$ cat config.mk
export PLATFORM = sky130hd
export DESIGN_NAME = csr_commit_ctrl
export DESIGN_NICKNAME = d
export VERILOG_FILES = /design/src/rtl/csr_commit_ctrl_pkg.sv /design/src/rtl/csr_commit_ctrl_exc_prio_sel.sv /design/src/rtl/csr_commit_ctrl.sv
export SDC_FILE = /design/constraint.sdc
export NUM_CORES = 1
export LEC_CHECK = 0
export ABC_CLOCK_PERIOD_IN_PS = 7900
export BUFFER_PORTS_ARGS = -buffer_cell sky130_fd_sc_hd__buf_2
export CAP_MARGIN = 20
export CORE_AREA = 3 3 137 139
export CTS_CLUSTER_DIAMETER = 200
export CTS_CLUSTER_SIZE = 24
export DETAILED_ROUTE_END_ITERATION = 10
export DIE_AREA = 0 0 140 142
export GPL_TIMING_DRIVEN = 0
export SYNTH_ARGS = -nofsm -noshare
export SYNTH_HDL_FRONTEND = slang
export SYNTH_HIERARCHICAL = 1
export SYNTH_SLANG_ARGS = --single-unit
$ cat constraint.sdc
create_clock -name clk -period 7.9 [get_ports clk]
set_input_delay 1.58 -clock clk [delete_from_list [all_inputs] [get_ports clk]]
set_output_delay 1.58 -clock clk [all_outputs]
set_load 0.005 [all_outputs]
$ cat src/rtl/csr_commit_ctrl_pkg.sv
package csr_commit_ctrl_pkg;

  localparam logic [1:0] CSR_OP_NONE = 2'b00;
  localparam logic [1:0] CSR_OP_RD   = 2'b01;
  localparam logic [1:0] CSR_OP_WR   = 2'b10;
  localparam logic [1:0] CSR_OP_XCHG = 2'b11;

  localparam int unsigned EXC_W    = 6;
  localparam int unsigned EXC_SYS  = 0;
  localparam int unsigned EXC_INE  = 1;
  localparam int unsigned EXC_BRK  = 2;
  localparam int unsigned EXC_ALE  = 3;
  localparam int unsigned EXC_ADEF = 4;
  localparam int unsigned EXC_INT  = 5;

  typedef enum logic {
    ST_IDLE,
    ST_REDIR
  } state_t;

  typedef int unsigned exc_prio_t [EXC_W];

  // Highest priority first.
  localparam exc_prio_t EXC_PRIO = '{EXC_INT, EXC_ADEF, EXC_INE, EXC_BRK, EXC_SYS, EXC_ALE};

endpackage

$ cat src/rtl/csr_commit_ctrl_exc_prio_sel.sv
module exc_prio_sel
  import csr_commit_ctrl_pkg::*;
(
  input  logic [EXC_W-1:0] raw,
  output logic [EXC_W-1:0] sel
);

  // Walk from lowest to highest priority so the last hit wins.
  always_comb begin
    sel = '0;
    for (int unsigned i = EXC_W; i > 0; i--) begin
      if (raw[EXC_PRIO[i-1]]) begin
        sel = '0;
        sel[EXC_PRIO[i-1]] = 1'b1;
      end
    end
  end

endmodule

$ cat src/rtl/csr_commit_ctrl.sv
module csr_commit_ctrl
  import csr_commit_ctrl_pkg::*;
#(
  parameter logic [31:0] RESET_PC  = 32'h1c000000,
  parameter int unsigned CSR_NUM_W = 14
) (
  input  logic                 clk,
  input  logic                 reset,
  input  logic                 ws_valid,
  input  logic [31:0]          ws_pc,
  input  logic [4:0]           ws_exc_raw,
  input  logic                 ws_is_ertn,
  input  logic [1:0]           ws_csr_op,
  input  logic [CSR_NUM_W-1:0] ws_csr_num,
  input  logic [31:0]          ws_rj_value,
  input  logic [31:0]          ws_rd_value,
  input  logic                 has_int,
  input  logic [31:0]          csr_eentry_pc,
  input  logic [31:0]          csr_eertn_pc,
  input  logic                 redirect_ready,
  output logic [5:0]           exc,
  output logic                 ertn_flush,
  output logic [31:0]          wb_pc,
  output logic                 csr_re,
  output logic [CSR_NUM_W-1:0] csr_rd_num,
  output logic                 csr_we,
  output logic [CSR_NUM_W-1:0] csr_wr_num,
  output logic [31:0]          csr_wr_mask,
  output logic [31:0]          csr_wr_value,
  output logic                 ws_commit,
  output logic                 flush_all,
  output logic                 redirect_valid,
  output logic [31:0]          redirect_pc
);

  // RESET_PC is bookkeeping only; redirect targets always come from the CSR file.
  if (RESET_PC[1:0] != 2'b00) begin : g_reset_pc_unaligned
  end

  state_t           state;
  state_t           state_nxt;
  logic             int_pending;
  logic [31:0]      redirect_pc_q;
  logic [31:0]      redirect_pc_nxt;
  logic             take;
  logic             trap;
  logic             ertn;
  logic [EXC_W-1:0] exc_raw;
  logic [EXC_W-1:0] exc_sel;

  // Outputs are forced quiet during the reset cycle even though reset is sampled synchronously.
  assign take    = (state == ST_IDLE) & ws_valid & ~reset;
  assign exc_raw = take ? {int_pending & has_int, ws_exc_raw} : '0;

  exc_prio_sel u_exc_prio_sel (
    .raw (exc_raw),
    .sel (exc_sel)
  );

  assign trap = |exc_sel;

  always_comb begin
    state_nxt       = state;
    redirect_pc_nxt = redirect_pc_q;
    ertn            = 1'b0;
    exc             = '0;
    ertn_flush      = 1'b0;
    wb_pc           = '0;
    csr_re          = 1'b0;
    csr_rd_num      = '0;
    csr_we          = 1'b0;
    csr_wr_num      = '0;
    csr_wr_mask     = '0;
    csr_wr_value    = '0;
    ws_commit       = 1'b0;
    flush_all       = 1'b0;
    redirect_valid  = 1'b0;
    redirect_pc     = '0;

    unique case (state)
      ST_IDLE: begin
        if (take) begin
          exc          = exc_sel;
          wb_pc        = ws_pc;
          csr_rd_num   = ws_csr_num;
          csr_wr_num   = ws_csr_num;
          csr_wr_value = ws_rd_value;
          if (trap) begin
            flush_all       = 1'b1;
            state_nxt       = ST_REDIR;
            redirect_pc_nxt = csr_eentry_pc;
          end else begin
            ws_commit = 1'b1;
            csr_re    = (ws_csr_op != CSR_OP_NONE);
            csr_we    = ws_csr_op[1];
            case (ws_csr_op)
              CSR_OP_WR:   csr_wr_mask = '1;
              CSR_OP_XCHG: csr_wr_mask = ws_rj_value;
              CSR_OP_RD,
              CSR_OP_NONE: csr_wr_mask = '0;
              default:     csr_wr_mask = '0;
            endcase
            if (ws_is_ertn) begin
              ertn            = 1'b1;
              ertn_flush      = 1'b1;
              flush_all       = 1'b1;
              state_nxt       = ST_REDIR;
              redirect_pc_nxt = csr_eertn_pc;
            end
          end
        end
      end
      ST_REDIR: begin
        if (!reset) begin
          redirect_valid = 1'b1;
          redirect_pc    = redirect_pc_q;
          flush_all      = 1'b1;
          if (redirect_ready) begin
            state_nxt = ST_IDLE;
          end
        end
      end
      default: state_nxt = ST_IDLE;
    endcase
  end

  always_ff @(posedge clk) begin
    if (reset) begin
      state         <= ST_IDLE;
      int_pending   <= 1'b0;
      redirect_pc_q <= '0;
    end else begin
      state         <= state_nxt;
      int_pending   <= has_int & ~(trap | ertn);
      redirect_pc_q <= redirect_pc_nxt;
    end
  end

endmodule

==> impl_metrics.ini <==
[worst_setup_path]
cp.arrival_ps = 5120
crit_path_frequent_cell = buf_2
startpoint_type = input pin
crit_family = simple AND/OR/NAND/NOR gates
slowest_stage = nor4_4
worstPathRequired_ps = 6320
path_cells = buf_2, nor3b_2, buf_2, clkbuf_1, and2_1, or4_4, nor2_1, nor4_4, nand4_1, clkbuf_1, a21oi_1, buf_2
path_buf_inv = 5
slowest_delay_ps = 710
cp-end-kind = output port
critical_path_class = input pin to output port
cp_max_fo = 10

[yosys]
synth-edff-count = 0
synth_area_leaders = dfxtp_1, and2_1, inv_1, a211oi_1, a2111oi_0
synth-compound-area-share_pct = 23.3
syn_area_per_cell_sq_um = 6.91
synth_xor_area_share_pct = 0
ys_seq_area_share_pct = 20.6
yosysUniqueCellTypes = 30
postSynth.asyncResetShare_pct = 0
ys_seq_elements = 34
syn_inst = 477
yosys-top-cells-count = and2_1, inv_1, clkbuf_1
synthFlopType = dfxtp_1
muxShareOfSynthArea_pct = 0
yosysWarnings = 6
synth-simple-area-share_pct = 37.5
syn-cell-area_sq_um = 3300
yosysMostFrequentCell = and2_1
synth_top_area_share_pct = 20.6
synthesis.nets = 664
synth_fa_ha_area_share_pct = 0
synth_area_leader_cell = dfxtp_1
synth_top_family_by_area = simple AND/OR/NAND/NOR gates

[placed_design]
pre_cts_ws_ps = 1070
dp_cells = 1058
place.port_buffers = 352
placed_cell_area_sq_um = 5350
dp_hpwl_mm = 16.2
place_congestion = 0.850

[grt]
grt_pass1_wl_mm = 27.7
grt-ovfl-total = 0
grtUsageMet2_pct = 33.0
grtUsageTotal_pct = 17.9
antenna_found_initial = 0
grt_max_degree = 12
grt_pass1_vias = 4617
grtUsageMet1_pct = 22.9
use_met3_pct = 2.28
busiest_layer = met2

[routing]
drc = 0
drtPass1Iterations = 4
first_iter_violations = 177
drtAntennaViolNets = 0
wl_per_cell_um = 18.0
vias_per_cell = 4.38
num_vias = 4674
finalWirelength_mm = 19.2

[layout]
drive_above_1_share_pct = 48.3
area_growth_pct = 66.8
final_cell_area_sq_um = 5500
finalNonFillerCells = 1067
nets = 1023
n_fill_cell = 2040

[sta]
setup_slack_ps = 1200
rsz0062_at_grt = false
max_slew_margin_pct = 42.9
tns_ps = 0
fmax_ghz = 0.149
worstMarginPinSlew_ps = 854
hold_viol_final = 0
finalSetupViolations = 0
slew_viol_final = 0
period_share_pct = 84.9
period_needed_ps = 6700
fin_worst_skew_ps = 4.39

[min_path]
hold_class = register to register

[clocking]
clock_sinks = 34
cts_buffers = 5
clockBufferDepth = 2
cts.reportedPaths.clkPinSlew_ps = 60
cts_resized = 0
clk_latency_ps = 280
ctsHoldBuffers = 0
cts_root_buf = clkbuf_16
post_cts_buffers = 0
cts_tree = yes
htree_num_levels = 2

[power_and_ir_drop]
vdd_drop_max_v = 0.0000789
p_per_area_nw_per_um2 = 112
p_total_uw = 617
p_leak_uw = 0.00298

[floorplanning]
floorplan.initialDensity_pct = 18.5
core_area_sq_um = 17800
die_y_um = 142
dieArea_sq_um = 19900
fp-row-count = 49
num_io_pins = 355
die_w_um = 140

[run_status]
status = completed

[job]
cap_violations = 0
-- sequential cells by signal, summed over array words and instances, names as in the netlist --
signal / flops
int_pending: 1
redirect_pc_q: 32
state: 1
-- layer usage --
layer	wire length, um	part of all wire (%)	vias to the layer above
li1	-	-	2313
met1	8250	43	2164
met2	9730	51	192
met3	1100	5.7	5
met4	84	0.44	0
met5	0	0	-
-- path summary, 6_finish.rpt --
check                                      start                 to  slack [ps]  depth (start not counted)
worst max register to register             state  redirect_pc_q[16]        4160                         10
worst min register to register  redirect_pc_q[0]   redirect_pc_q[0]         480                          2
worst max-delay path                       reset     csr_wr_mask[2]        1200                         12
worst min-delay path            redirect_pc_q[0]   redirect_pc_q[0]         480                          2
-- cell usage in the layout (no fill, tap or decap), types with 2 or more instances in the layout --
cell / count
and2_1: 89
a2111oi_0: 25
dfxtp_1: 34
a211oi_1: 32
inv_1: 69
a21oi_1: 32
clkbuf_1: 37
clkbuf_16: 5
buf_2: 362
nor3_1: 3
nand2b_1: 33
nor3b_2: 2
buf_4: 16
buf_6: 3
buf_1: 2
nand2_1: 2
nor4_1: 32
nor2_1: 36
a2111oi_2: 8
-- tightest hold or removal path: stages, from the launching register on --
cell and delay [ps]:
dfxtp_1 290, inv_1 50, a2111oi_0 80
-- area by class of cell --
cell class / count / area [sq um] / share of cell area [%]
clock inverter: 2 / 12.5 / 0.228
tap: 229 / 287 / 5.21
inverter: 69 / 259 / 4.71
clock buffer: 6 / 139 / 2.53
multi-input combinational: 306 / 2010 / 36.5
sequential: 34 / 681 / 12.4
antenna: 1 / 2.50 / 0.0455
buffer: 68 / 350 / 6.37
timing repair buffer: 352 / 1760 / 32.0
-- per-stage QoR --
stage,util [%],hold slack [ps]
after floorplan,-,454
after global placement,30.1,472
after detailed placement,30.1,473
after CTS,30.9,482
after global routing,30.9,499
final,30.9,479
-- report_power, final --
part | internal (uW) | switching, uW | total, uW
Clock | 125 | 78.6 | 204
Sequential | 185 | 3.64 | 189
Combinational | 99.9 | 125 | 225
-- cells by family after synthesis --
family,count (synthesis)
buf+inv,137
simple gates,207
compound gates,99
flops,34
Note: power is estimated with default switching activity, not from simulation.
